`config.mk`:
```
export PLATFORM = sky130hd
export DESIGN_NAME = mem_port_arbiter
export DESIGN_NICKNAME = d
export VERILOG_FILES = /design/src/rtl/mem_pkg.sv /design/src/rtl/rr_pick.sv /design/src/rtl/mem_port_arbiter.sv
export SDC_FILE = /design/constraint.sdc
export NUM_CORES = 1
export LEC_CHECK = 0
export ABC_AREA = 1
export BUFFER_PORTS_ARGS = -buffer_cell sky130_fd_sc_hd__buf_2
export CAP_MARGIN = 20
export CORE_UTILIZATION = 35
export CTS_CLUSTER_SIZE = 16
export DETAILED_ROUTE_END_ITERATION = 10
export PLACE_DENSITY_LB_ADDON = 0.08
export SKIP_CTS_REPAIR_TIMING = 1
export SLEW_MARGIN = 20
export SYNTH_ARGS = -nofsm -noshare
export SYNTH_HDL_FRONTEND = slang
export SYNTH_SLANG_ARGS = --single-unit
```
`constraint.sdc`:
```
create_clock -name clock -period 2.16 [get_ports clock]
set_clock_uncertainty 0.05 [all_clocks]
set_input_delay 0.324 -clock clock [delete_from_list [all_inputs] [get_ports clock]]
set_output_delay 0.324 -clock clock [all_outputs]
set_load 0.005 [all_outputs]
```
`src/rtl/mem_pkg.sv`:
```
// Shared definitions for the node-memory read-port arbiter: default widths,
// table base addresses and the arbiter state encoding.
package mem_pkg;

  localparam int DEF_ADDR_W = 16;
  localparam int DEF_DATA_W = 16;

  localparam logic [15:0] QVALUE_BASE = 16'h01C8;
  localparam logic [15:0] QVALUE_LAST = 16'h0246;
  localparam logic [15:0] HCM_BASE    = 16'h0648;

  typedef enum logic {
    IDLE  = 1'b0,
    GRANT = 1'b1
  } arb_state_e;

endpackage

```
`src/rtl/rr_pick.sv`:
```
// Combinational round-robin picker: first set request bit searching upward,
// with wrap, from the position just after the previous winner.
module rr_pick #(
  parameter int NUM_REQ = 4,
  parameter int IDX_W   = $clog2(NUM_REQ)
) (
  input  logic [NUM_REQ-1:0] req_i,
  input  logic [IDX_W-1:0]   last_i,
  output logic [NUM_REQ-1:0] onehot_o,
  output logic [IDX_W-1:0]   idx_o,
  output logic               valid_o
);

  // NOTE: every output gets a default before the search loop, so no path
  // through the block leaves a value unassigned and no latch is inferred.
  always_comb begin
    onehot_o = '0;
    idx_o    = '0;
    valid_o  = 1'b0;
    for (int k = 1; k <= NUM_REQ; k++) begin
      if (!valid_o && req_i[(int'(last_i) + k) % NUM_REQ]) begin
        valid_o = 1'b1;
        idx_o   = IDX_W'((int'(last_i) + k) % NUM_REQ);
        onehot_o[(int'(last_i) + k) % NUM_REQ] = 1'b1;
      end
    end
  end

endmodule

```
`src/rtl/mem_port_arbiter.sv`:
```
// Round-robin arbiter for the node memory read port with grant lock and
// owner-tagged read returns. Optional grant watchdog: ARB_TIMEOUT_EN.
module mem_port_arbiter
  import mem_pkg::*;
#(
  parameter int NUM_REQ  = 4,
  parameter int ADDR_W   = DEF_ADDR_W,
  parameter int DATA_W   = DEF_DATA_W,
  parameter int RD_LAT   = 1,
  parameter int MAX_HOLD = 256
) (
  input  logic                      clock,
  input  logic                      rst,
  input  logic [NUM_REQ-1:0]        req,
  input  logic [NUM_REQ-1:0]        lock,
  input  logic [NUM_REQ*ADDR_W-1:0] req_addr,
  output logic [NUM_REQ-1:0]        gnt,
  output logic [NUM_REQ-1:0]        rvalid,
  output logic [DATA_W-1:0]         rdata,
  output logic [ADDR_W-1:0]         mem_addr,
  output logic                      mem_rd,
  input  logic [DATA_W-1:0]         mem_rdata,
  output logic                      busy
`ifdef ARB_TIMEOUT_EN
  ,
  output logic                      timeout
`endif
);

  localparam int IDX_W = $clog2(NUM_REQ);

  arb_state_e         state_q, state_d;
  logic [NUM_REQ-1:0] gnt_q, gnt_d;
  logic [IDX_W-1:0]   last_q, last_d;   // also the current owner while in GRANT
  logic [NUM_REQ-1:0] pick_onehot;
  logic [IDX_W-1:0]   pick_idx;
  logic               pick_valid;
  logic               expire;
  logic [NUM_REQ-1:0] tag_q [RD_LAT];
  logic               tag_any;

  rr_pick #(.NUM_REQ(NUM_REQ)) u_pick (
    .req_i    (req),
    .last_i   (last_q),
    .onehot_o (pick_onehot),
    .idx_o    (pick_idx),
    .valid_o  (pick_valid)
  );

  always_comb begin
    state_d = state_q;
    gnt_d   = gnt_q;
    last_d  = last_q;
    case (state_q)
      IDLE: begin
        if (pick_valid) begin
          state_d = GRANT;
          gnt_d   = pick_onehot;
          last_d  = pick_idx;
        end
      end
      GRANT: begin
        if (!lock[last_q] || expire) begin
          state_d = IDLE;
          gnt_d   = '0;
        end
      end
      default: state_d = IDLE;
    endcase
  end

  // NOTE: state registers use non-blocking assignments so every flop samples
  // the pre-edge value of every other flop, independent of statement order.
  always_ff @(posedge clock) begin
    if (rst) begin
      state_q <= IDLE;
      gnt_q   <= '0;
      last_q  <= IDX_W'(NUM_REQ - 1);
    end else begin
      state_q <= state_d;
      gnt_q   <= gnt_d;
      last_q  <= last_d;
    end
  end

  assign mem_rd   = (state_q == GRANT) && req[last_q] && gnt_q[last_q];
  assign mem_addr = (state_q == GRANT) ? req_addr[last_q*ADDR_W +: ADDR_W] : '0;

  // NOTE: the tag pipe is reset on purpose so reads in flight across a reset
  // never raise rvalid; a plain data pipeline would be left unreset.
  always_ff @(posedge clock) begin
    if (rst) begin
      for (int k = 0; k < RD_LAT; k++) tag_q[k] <= '0;
    end else begin
      tag_q[0] <= mem_rd ? gnt_q : '0;
      for (int k = 1; k < RD_LAT; k++) tag_q[k] <= tag_q[k-1];
    end
  end

  always_comb begin
    tag_any = 1'b0;
    for (int k = 0; k < RD_LAT; k++) tag_any = tag_any | (|tag_q[k]);
  end

  assign gnt    = gnt_q;
  assign rvalid = tag_q[RD_LAT-1];
  assign rdata  = mem_rdata;
  assign busy   = (state_q == GRANT) || tag_any;

`ifdef ARB_TIMEOUT_EN
  localparam int CNT_W = $clog2(MAX_HOLD + 1);

  logic [CNT_W-1:0] hold_q, hold_d;
  logic             timeout_q;

  // Counter restarts on every new grant; expiry forces the release path.
  assign hold_d = (state_q == IDLE) ? '0 : hold_q + 1'b1;
  assign expire = (state_q == GRANT) && (hold_q == CNT_W'(MAX_HOLD - 1));

  always_ff @(posedge clock) begin
    if (rst) begin
      hold_q    <= '0;
      timeout_q <= 1'b0;
    end else begin
      hold_q    <= hold_d;
      timeout_q <= expire;
    end
  end

  assign timeout = timeout_q;
`else
  localparam int unused_max_hold = MAX_HOLD;
  assign expire = 1'b0;
`endif

endmodule

```
Word level (Yosys, flattened, before mapping)
Memory sizes are Yosys's and may differ from the RTL's. Index checks and enable logic that the tools add are counted. Widths: inputs -> output; s select.

Bitwise logic cells: 8. Shift-type cells: 1. Equal/unequal tests: 2. Add/subtract/negate cells: 4. Magnitude comparators: 9. Reduce and logical (&&, ||, !) cells: 21. Multiplexer cells: 51.

Operators with widths (number): $shiftx 64x7->16 (1); $mux 4 (8); $mux 1 (25); $lt 3x4->1 const B (4); $mux 16 (1); $bmux 1 s2 (7); $ge 3x1->1 const B (4); $or 4x4->4 (3); $logic_and 1x1->1 (9); $demux 1 s2 (4); $mux 2 (4); $pmux 4 s2 (1); $reduce_or 2->1 (4); $reduce_or 4->1 (2); $add 2x1->2 const B (2); $add 2x2->2 const B (2); $and 1x1->1 const A (4); $ne 2x2->1 const B (2); $reduce_and 2->1 (2); $logic_not 1->1 (3); $lt 2x3->1 const B (1); $pmux 1 s2 (1); $logic_or 1x1->1 (1); $not 1->1 (1).

Output and inout port bits: 42. Memories kept: 1. Input bits: 90. Register bits: 7. Word-level logic and storage cells: 100. RAM bits: 4.

Memories: tag_q (depth 1, bits a word 4, read ports 1, clocked after Yosys merged registers in 0, write ports 1, RTL line mem_port_arbiter.sv:39) `logic [NUM_REQ-1:0] tag_q [RD_LAT];`.

Logic depth before layout (Yosys ltp)
Depth in word-level cells: 18. Gate-level depth with buffers: 13. Gate-level depth less buffers: 11.

Cells and area by module
Synthesis repeated with hierarchy kept, for this count alone.

Cells, all modules: 282. Area total of the unflattened synthesis: 1689.1 µm².

Modules (own cells, without submodules): mem_port_arbiter (instances 1, area each 1153.6 µm², cells each 201, seq. area each 220.2 µm²); rr_pick (instances 1, area each 535.5 µm², cells each 81, seq. area each 0.0 µm²).

Worst setup path after synthesis
Ideal clock, no wire load.

Path kind: register to register. From: register last_q[1]. To: register last_q[0]. Data arrival time: 2.051 ns. Period minus slack after synthesis: 2.238 ns. Cell stages (with the launch flop): 14. Path slack: -0.078 ns. Setup time: 0.137 ns. Cell sequence: dfxtp_1 -> inv_1 -> buf_2 -> buf_1 -> ha_1 -> inv_1 -> nand2_2 -> nand2_4 -> nor2_4 -> buf_6 -> nand2_1 -> nand3_1 -> nand3_1 -> o211ai_1.

Word-level cells in the longest chain between the ends: 15. Elaborated cells on any way between the ends: 31. Classes of those cells: add/sub: 4; mux: 20; reduce/logical: 7.

Ends and longest elaborated chain: start, declared (RTL line mem_port_arbiter.sv:34) `logic [IDX_W-1:0] last_q, last_d;`; start signal, assigned (RTL line mem_port_arbiter.sv:78) `last_q <= IDX_W'(NUM_REQ - 1);`; start signal, assigned (RTL line mem_port_arbiter.sv:82) `last_q <= last_d;`; $add 2x1->2 (RTL line rr_pick.sv:21) `if (!valid_o && req_i[(int'(last_i) + k) % NUM_REQ]) begin`; $bmux 1 s2 (RTL line rr_pick.sv:21); $mux 1 (not written as such) (2 in series) (RTL line rr_pick.sv:21); $mux 1 (RTL line rr_pick.sv:21); $logic_not 1->1 (RTL line rr_pick.sv:21); $logic_and 1x1->1 (RTL line rr_pick.sv:21); $mux 1 (RTL line rr_pick.sv:21); $logic_not 1->1 (RTL line rr_pick.sv:21); $logic_and 1x1->1 (RTL line rr_pick.sv:21); $mux 1 (RTL line rr_pick.sv:21); $logic_not 1->1 (RTL line rr_pick.sv:21); $logic_and 1x1->1 (RTL line rr_pick.sv:21); $mux 1 (RTL line rr_pick.sv:21); $reduce_and 2->1 (no source line).

Several ways; a longest one is shown, not always the timed one. The select of a mux whose other input is x is not followed. A chain may end at the register's enable or synchronous reset.

Worst setup path after layout
From: register last_q[0]. To: output mem_addr[13].

Word-level cells in the longest chain between the ends: 2.

Ends and longest elaborated chain: $shiftx 64x7->16 (RTL line mem_port_arbiter.sv:87) `assign mem_addr = (state_q == GRANT) ? req_addr[last_q*ADDR_W +: ADDR_W] : '0;`; $mux 16 (RTL line mem_port_arbiter.sv:87); end, declared (RTL line mem_port_arbiter.sv:20) `output logic [ADDR_W-1:0] mem_addr,`.

No other way between the ends.

==> reports/metrics.cfg <==
[yosys]
synth_cells=272
syn_nets=370
ys_warn_count=0
synthFlopType=dfxtp_1
synth_edf_count=0
syn_area_um2=1530
synthArstFlopShare_pct=0
yosysSeqAreaShare_pct=14.4
ys_types=26
ys_ff_latch=11
syn_avg_cell_area_um2=5.61

[clock_tree]
clkTransAtPathRegs_ns=0.05
cts.sinks=11
cts_buffers=3
htreeDepth=1
clock_latency_ns=0.24
cts-root-buf=clkbuf_8
tritoncts=yes
cts_buffer_depth=2

[sta]
worstMarginPinSlew_ns=0.803
fmax_mhz=512
slew_violations=0
finalHoldViolations=0
min_period_over_period_pct=90.5
rsz0062_at_grt=no
final-setup-viol-count=0
min_period_ns=1.95
max_slew_margin_pct=46.4
tns_ns=0

[route]
ant_nets=0
finalWirelength_mm=4.91
viasPerCell=4.88
drt-wirelength-per-cell_um=12.3
drtPass1Iterations=4
drtIter0Drc=74
drc=0
vias=1953

[power_and_ir_drop]
p_leak_nw=1.04
p_sw_share_pct=54.5
p_comb_share_pct=78.1
p_seq_share_pct=13.0
power_switching_mw=1.29
internal_power_mw=1.07
clkPwrFrac_pct=8.9
ir_drop_v=0.000584
p_per_area_nw_per_um2=1190

[run]
cap_viol_max_count=0

[floorplanning]
die_w_um=68.0
initial_utilization_pct=37.4
pin_count=132
core_area_um2=4090
dieArea_um2=4630
rows=23
die_y_um=68.0

[setup_path]
required_ns=1.79
crit_type=reg2out
start_kind=flop
worstPathMaxFanout=27
crit_path_end_kind=output pin
crit_arrival_ns=1.58

[grt]
grt_pass1_wl_mm=7.67
grt_start_max_net_pins=36
use_met3_pct=1.67
grt_antenna_before_repair=0
grt_overflow=0
grt_usage_pct=21.3
grt_use_met1_pct=25.4
grtUsageMet2_pct=39.8
grt_pass1_vias=1735
busiest_layer=met2

[outcome]
status=completed

[worst_hold_path]
hp-class=in2reg

[layout]
final_cell_mix=buf_2, nor2_1, o21ai_0
drive_gt1_share_pct=33.1
fin_util_pct=48.6
area_delta_synth_final_pct=30.1
fin_nets=449
antenna_cells=0
final_common_cell=buf_2

[placed_design]
port_buffers=99
gp_congestion=0.879
dp_hpwl_mm=3.61

-- layer usage --
| metal | vias up | part of all wire (%) |
|---|---|---|
| met1 | 843 | 44 |
| met3 | 6 | 5.6 |
| li1 | 1040 | - |
| met5 | - | 0 |
| met2 | 64 | 50 |
| met4 | 0 | 0.51 |
-- logic make-up (layout without fill, tap and decap cells) --
| logic type | Yosys count | count (layout) | synth area share [%] |
|---|---|---|---|
| adder cells (fa/ha/maj) | 8 | 8 | 6.56 |
| AO/OA/AOI/OAI | 71 | 71 | 24.8 |
| buffers and inverters | 44 | 122 | 15.9 |
| flip-flops | 11 | 11 | 14.4 |
| AND/OR/NAND/NOR | 138 | 138 | 38.3 |
-- flip-flops by register name (all words and copies together), names as in the netlist --
signal,cells
state_q,1
gnt,4
last_q,2
tag_q,4
-- synthesized netlist by cell type, types with 4 or more instances --
cell / n / area, um2
nor2_1: 73 / 274
o21ai_0: 35 / 175
nand2_1: 33 / 124
a21oi_1: 28 / 140
nand3_1: 22 / 110
buf_4: 17 / 128
inv_1: 12 / 45.0
dfxtp_1: 11 / 220
ha_1: 8 / 100
clkbuf_1: 7 / 26.3
buf_2: 5 / 25.0
a21boi_0: 4 / 30.0
nand4_1: 4 / 25.0
-- per-stage QoR --
| stage | hold WS [ns] | cell area (um2) | std cells | worst slack (ns) | power (mW) |
|---|---|---|---|---|---|
| after floorplan | 0.343 | 1530 | 272 | 0.0381 | 1.67 |
| after global placement | 0.403 | 1940 | 396 | 0.335 | 2.14 |
| after detailed placement | 0.404 | 1940 | 396 | 0.292 | 2.15 |
| after CTS | 0.290 | 1980 | 400 | 0.113 | 2.36 |
| after global routing | 0.300 | 1990 | 400 | 0.00651 | 2.66 |
| final | 0.295 | 1990 | 400 | 0.205 | 2.36 |
-- area by class of cell --
| type | count | area, um2 |
|---|---|---|
| fillers | 461 | 2100 |
| multi-input cells | 217 | 1060 |
| inverters | 13 | 48.8 |
| clock buffers | 4 | 45.0 |
| flip-flops and latches | 11 | 221 |
| well taps | 50 | 62.6 |
| repair buffers | 105 | 544 |
-- power groups by stage --
stage	combinational (mW)	clock (mW)	sequential (mW)
2_1_floorplan	1.34	0	0.331
3_3_place_gp	1.83	0	0.310
3_5_place_dp	1.84	0	0.312
4_1_cts	1.84	0.212	0.307
5_1_grt	2.12	0.224	0.318
6_report	1.84	0.210	0.308
-- worst max-delay path, stage by stage (launching register included) --
cell	delay, ns
dfxtp_2	0.34
buf_6	0.22
buf_4	0.26
nor2_1	0.07
nor2_1	0.07
o21ai_0	0.08
a21oi_1	0.15
buf_2	0.14
-- final timing paths --
| path | slack (ns) | endpoint | start | cells after the start |
|---|---|---|---|---|
| setup / recovery | 0.21 | mem_addr[13] | last_q[0]$_SDFFE_PP1P_ | 7 |
| hold / removal | 0.29 | state_q$_SDFF_PP0_ | rst | 2 |
| setup reg to reg | 0.27 | gnt[3]$_SDFFE_PP0P_ | last_q[0]$_SDFFE_PP1P_ | 10 |
| hold reg to reg | 0.41 | tag_q[0][0]$_SDFF_PP0_ | gnt[0]$_SDFFE_PP0P_ | 2 |
(Power assumes the default switching activity.)
